===== config.mk =====
export PLATFORM = sky130hd
export DESIGN_NAME = serv_mul_seq
export DESIGN_NICKNAME = d
export VERILOG_FILES = /design/src/rtl/serv_mul_seq.sv
export SDC_FILE = /design/constraint.sdc
export NUM_CORES = 1
export LEC_CHECK = 0
export CAP_MARGIN = 20
export CORE_MARGIN = 2
export CORE_UTILIZATION = 55
export DETAILED_ROUTE_END_ITERATION = 10
export PLACE_DENSITY = 0.78
export SYNTH_ARGS = -nofsm -noshare
export SYNTH_HDL_FRONTEND = slang
export SYNTH_SLANG_ARGS = --single-unit

===== constraint.sdc =====
create_clock -name i_clk -period 3.6 [get_ports i_clk]
set_clock_uncertainty 0.2 [all_clocks]
set_input_delay 0.54 -clock i_clk [delete_from_list [all_inputs] [get_ports i_clk]]
set_output_delay 0.54 -clock i_clk [all_outputs]
set_load 0.02 [all_outputs]

===== src/rtl/serv_mul_seq.sv =====
// ============================================================================
// Module   : serv_mul_seq
// Brief    : Iterative shift-add RV32M multiplier (MUL/MULH/MULHSU/MULHU)
//            behind a valid/ready-pulse MDU port.
// Revision : 1.0
// ============================================================================
`default_nettype none

module serv_mul_seq #(
    parameter     RESET_STRATEGY = "MINI",
    parameter int STEP_BITS      = 1
) (
    input  logic        i_clk,
    input  logic        i_rst,
    input  logic        i_mdu_valid,
    input  logic [2:0]  i_funct3,
    input  logic [31:0] i_rs1,
    input  logic [31:0] i_rs2,
    output logic        o_mdu_ready,
    output logic [31:0] o_rd,
    output logic        o_busy
);

    localparam int         c_N      = 32 / STEP_BITS;
    localparam logic [4:0] c_LAST   = 5'(c_N - 1);
    localparam bit         c_RST_DP = (RESET_STRATEGY != "NONE");

    typedef enum logic [2:0] {
        S_IDLE = 3'd0,
        S_CALC = 3'd1,
        S_FIX  = 3'd2,
        S_RESP = 3'd3,
        S_HOLD = 3'd4
    } state_t;

    state_t      r_state;
    state_t      w_next;
    logic [4:0]  r_cnt;
    logic [63:0] r_acc;
    logic [63:0] r_mcand;
    logic [31:0] r_mplier;
    logic [31:0] r_rd;
    logic        r_neg;
    logic        r_hi;

    logic        w_accept;
    logic        w_s1;
    logic        w_s2;
    logic [31:0] w_mag1;
    logic [31:0] w_mag2;
    logic [63:0] w_pp;
    logic [63:0] w_fix;

    // Operand conditioning: only the signed variants look at the sign bits
    always_comb begin
        w_accept = i_mdu_valid & ~i_funct3[2];
        w_s1     = ((i_funct3 == 3'd1) || (i_funct3 == 3'd2)) & i_rs1[31];
        w_s2     = (i_funct3 == 3'd1) & i_rs2[31];
        w_mag1   = w_s1 ? -i_rs1 : i_rs1;
        w_mag2   = w_s2 ? -i_rs2 : i_rs2;
    end

    always_comb begin
        w_pp = '0;
        for (int j = 0; j < STEP_BITS; j++) begin
            if (r_mplier[j]) begin
                w_pp = w_pp + (r_mcand << j);
            end
        end
        w_fix = r_neg ? (~r_acc + 64'd1) : r_acc;
    end

    always_comb begin
        w_next = r_state;
        unique case (r_state)
            S_IDLE: if (w_accept)         w_next = S_CALC;
            S_CALC: if (r_cnt == c_LAST)  w_next = S_FIX;
            S_FIX:                        w_next = S_RESP;
            S_RESP:                       w_next = i_mdu_valid ? S_HOLD : S_IDLE;
            S_HOLD: if (!i_mdu_valid)     w_next = S_IDLE;
            default:                      w_next = S_IDLE;
        endcase
    end

    always_ff @(posedge i_clk) begin
        if (i_rst) begin
            r_state <= S_IDLE;
            r_cnt   <= 5'd0;
        end else begin
            r_state <= w_next;
            r_cnt   <= (r_state == S_CALC) ? r_cnt + 5'd1 : 5'd0;
        end
    end

    // Datapath; reset may be skipped entirely for a smaller implementation
    always_ff @(posedge i_clk) begin
        if (c_RST_DP && i_rst) begin
            r_acc    <= '0;
            r_mcand  <= '0;
            r_mplier <= '0;
            r_rd     <= '0;
            r_neg    <= 1'b0;
            r_hi     <= 1'b0;
        end else begin
            case (r_state)
                S_IDLE: begin
                    if (w_accept) begin
                        r_acc    <= '0;
                        r_mcand  <= {32'd0, w_mag1};
                        r_mplier <= w_mag2;
                        r_neg    <= w_s1 ^ w_s2;
                        r_hi     <= (i_funct3 != 3'd0);
                    end
                end
                S_CALC: begin
                    r_acc    <= r_acc + w_pp;
                    r_mcand  <= r_mcand << STEP_BITS;
                    r_mplier <= r_mplier >> STEP_BITS;
                end
                S_FIX: begin
                    r_acc <= w_fix;
                    r_rd  <= r_hi ? w_fix[63:32] : w_fix[31:0];
                end
                default: ;
            endcase
        end
    end

    assign o_mdu_ready = (r_state == S_RESP);
    assign o_busy      = (r_state == S_CALC) || (r_state == S_FIX);
    assign o_rd        = r_rd;

endmodule

`default_nettype wire


==> flow_metrics.py <==
metrics = {
    "global_routing": {
        "grt_max_degree": 77,
        "grt_util_all_layers_pct": 32.91,
        "grt_first_pass_wirelength_mm": 77.40,
        "antenna_found_initial": 0,
        "grt_overflow_total": 0,
        "grt_pass1_vias": 14870,
    },
    "cts": {
        "cts_num_sinks": 202,
        "worstSkewPairLatency_ns": 0.56,
        "cts_made_buffers": 25,
        "hold_buffers": 0,
        "root_buffer": "clkbuf_16",
        "clkTransAtPathRegs_ns": 0.06,
        "htree_levels": 1,
        "cts_tree": "done",
        "cts_max_path_buffers": 3,
    },
    "drt": {
        "totalWireLength_mm": 49.05,
        "drcViolationCount": 0,
        "dr.first_iter.drc_count": 1781,
        "final_antenna_net_count": 0,
        "vias": 16223,
        "wl_per_cell_um": 19.33,
        "avgViaCountPerCell": 6.395,
        "dr.pass1.iters": 5,
    },
    "synth": {
        "synth_cell_types": 82,
        "seq_area_frac_synth_pct": 26.68,
        "syn_inst": 2007,
        "synth_ff_type": "dfxtp_1",
        "syn_area_mm2": 0.01515,
        "ys_warn_count": 0,
        "async_reset_ff_share_pct": 0,
        "syn_nets": 2146,
        "ys_ff_latch": 202,
        "synth_edf_count": 0,
        "syn_area_per_cell_um2": 7.551,
    },
    "power": {
        "power_density_mw_per_mm2": 359.2,
        "p_leak_nw": 7.496,
        "vdd_ir_drop_max_v": 0.0003256,
    },
    "die": {
        "row_count": 60,
        "dieHeight_um": 170.0,
        "start_util_pct": 56.07,
        "ios": 104,
        "dieWidth_um": 170.0,
        "design.die.area_mm2": 0.02890,
        "coreArea_mm2": 0.02703,
    },
    "critical_path": {
        "cpLargestDelayFamily": "simple AND/OR/NAND/NOR gates",
        "r2r_cells": 16,
        "endpoint_kind": "flip-flop",
        "crit_fanout": 29,
        "slowest_stage": "o32ai_2",
        "worstSetupStartpointType": "flip-flop",
        "cp_cell_sequence": "buf_4 > buf_12 > buf_8 > and2_1 > ha_4 > and3_4 > nand4_1 > o32ai_2 > a311oi_2 > buf_4 > o2111ai_4 > nand2_2 > o31ai_2 > buf_4 > mux2i_1 > or3_1",
        "path_depth": 16,
        "criticalPathCategory": "reg -> reg",
        "critPathArrivalTime_ns": 3.72,
        "required_ns": 3.84,
        "max_stage_delay_ns": 0.34,
        "worstPathBufferInverterCount": 5,
        "cpMostUsedCell": "buf_4",
    },
    "sta": {
        "setup_slack_ns": 0.1201,
        "fin_crit_sh_pct": 96.66,
        "min_period_ns": 3.480,
        "hold_violations": 0,
        "drv_slew": 0,
        "setup_viol": 0,
        "slew_headroom_pct": 41.53,
        "worst_pin_slew_ns": 0.8550,
        "fmaxAchievable_mhz": 287.4,
    },
    "placed_design": {
        "dp_cells": 2487,
        "gp_congestion": 1.032,
        "hpwl_mm": 36.80,
        "numPortBuffers": 103,
        "place_ws_ns": -0.1291,
    },
    "finish": {
        "diodes": 0,
        "nets": 2318,
        "n_fill_cell": 2276,
        "final_cells": 2537,
        "drive_gt1_share_pct": 13.62,
        "area_growth_pct": 22.35,
    },
    "run": {
        "drv_cap": 0,
    },
    "worst_hold_path": {
        "holdCritPathClass": "in -> reg",
        "whs_path_depth": 2,
    },
    "run_status": {
        "outcome": "completed",
    },
}
-- cell families after synthesis --
kind of cell / synth area share [%]
fa+ha+maj: 5.746
buf+inv: 4.219
xor+xnor: 11.33
flops: 26.68
compound gates: 28.39
mux: 0.3303
simple gates: 23.31
-- flip-flops by register name, summed over array words and instances, names as in the netlist --
name / count
r_mcand: 64
r_state: 3
r_cnt: 5
r_neg: 1
r_mplier: 32
r_acc: 64
r_hi: 1
o_rd: 32
-- layer usage --
layer | routed length (µm) | track usage (%)
met1 | 20780 | 43.59
met2 | 22130 | 53.98
met3 | 3864 | 4.372
met4 | 2280 | 13.82
met5 | 0 | 0
-- cells in the final DEF (no fill, tap or decap), drive strengths merged, types with 47 or more instances in the layout --
master	count
ha	68
a22oi	70
a21o	47
xor2	94
dfxtp	202
clkdlybuf4s50	102
nand2	221
xnor2	102
nor3	47
o21ai	102
buf	184
a21oi	216
and2	76
nor2	150
-- through the flow --
| step | utilization (%) | hold slack, ns | power (W) | TNS (ns) | instance area [µm²] |
|---|---|---|---|---|---|
| after detailed placement | 64.69 | 0.2402 | 0.004126 | -0.3200 | 17480 |
| after floorplan | - | 0.2175 | 0.003501 | 0 | 15170 |
| final | 68.61 | 0.1872 | 0.006660 | 0 | 18540 |
| after global routing | 68.61 | 0.2188 | 0.006894 | -0.1372 | 18540 |
| after CTS | 67.74 | 0.1783 | 0.006609 | -0.04633 | 18310 |
| after global placement | 64.69 | 0.2270 | 0.004094 | -0.1034 | 17480 |
-- cells in the mapped netlist (all sizes together) (13+ instances only) --
cell type	count	share of area, %
or2	15	0.65
nand2	221	5.5
a22o	38	2.2
inv	25	0.62
a211oi	13	0.64
nor2b	13	0.54
xor2	94	5.4
o31ai	40	2.0
and3	13	0.54
clkbuf	126	3.1
o21bai	15	0.74
nor3	47	1.6
nor4	13	0.68
buf	15	0.48
nand4	31	1.3
a221oi	14	0.81
o21ai	102	3.4
o22ai	29	1.2
ha	68	5.6
or3	28	1.2
and2	76	3.1
xnor2	102	5.9
or4	20	1.0
o41ai	17	0.98
nand3	36	1.2
a21oi	216	7.1
nor2	150	3.7
a22oi	70	3.5
dfxtp	202	27
a21o	47	2.3
-- final timing paths --
| check | start | end | slack, ns |
|---|---|---|---|
| setup / recovery | r_mplier[0]$_SDFFE_PP0P_ | r_acc[61]$_SDFFE_PP0P_ | 0.12 |
| hold / removal | i_rst | o_rd[29]$_SDFFE_PP0N_ | 0.19 |
| setup reg to reg | r_mplier[0]$_SDFFE_PP0P_ | r_acc[61]$_SDFFE_PP0P_ | 0.12 |
| hold reg to reg | r_cnt[0]$_SDFF_PP0_ | r_cnt[0]$_SDFF_PP0_ | 0.25 |
-- area by class of cell --
| type | instances | area [µm²] | area share (%) |
|---|---|---|---|
| Multi-Input combinational cell | 1639 | 10710 | 57.76 |
| Sequential cell | 202 | 4048 | 21.83 |
| Timing Repair Buffer | 286 | 2460 | 13.27 |
| Clock buffer | 32 | 681.9 | 3.678 |
| Tap cell | 341 | 426.7 | 2.301 |
| Clock inverter | 12 | 122.6 | 0.6613 |
| Inverter | 25 | 93.84 | 0.5061 |
-- where the power goes --
part	leakage, nW	internal (W)	switching [W]
Sequential	1.64	0.00233	0.000113
Clock	0.395	0.00148	0.00103
Combinational	5.47	0.000637	0.00108
-- what timing repair did --
action | CTS | global route
resized for setup | 6 | 41
buffers inserted | 0 | 6
pin swaps | 0 | 12
setup endpoints to repair | 6 | 22
No activity file was read; power rests on OpenSTA's default activity.
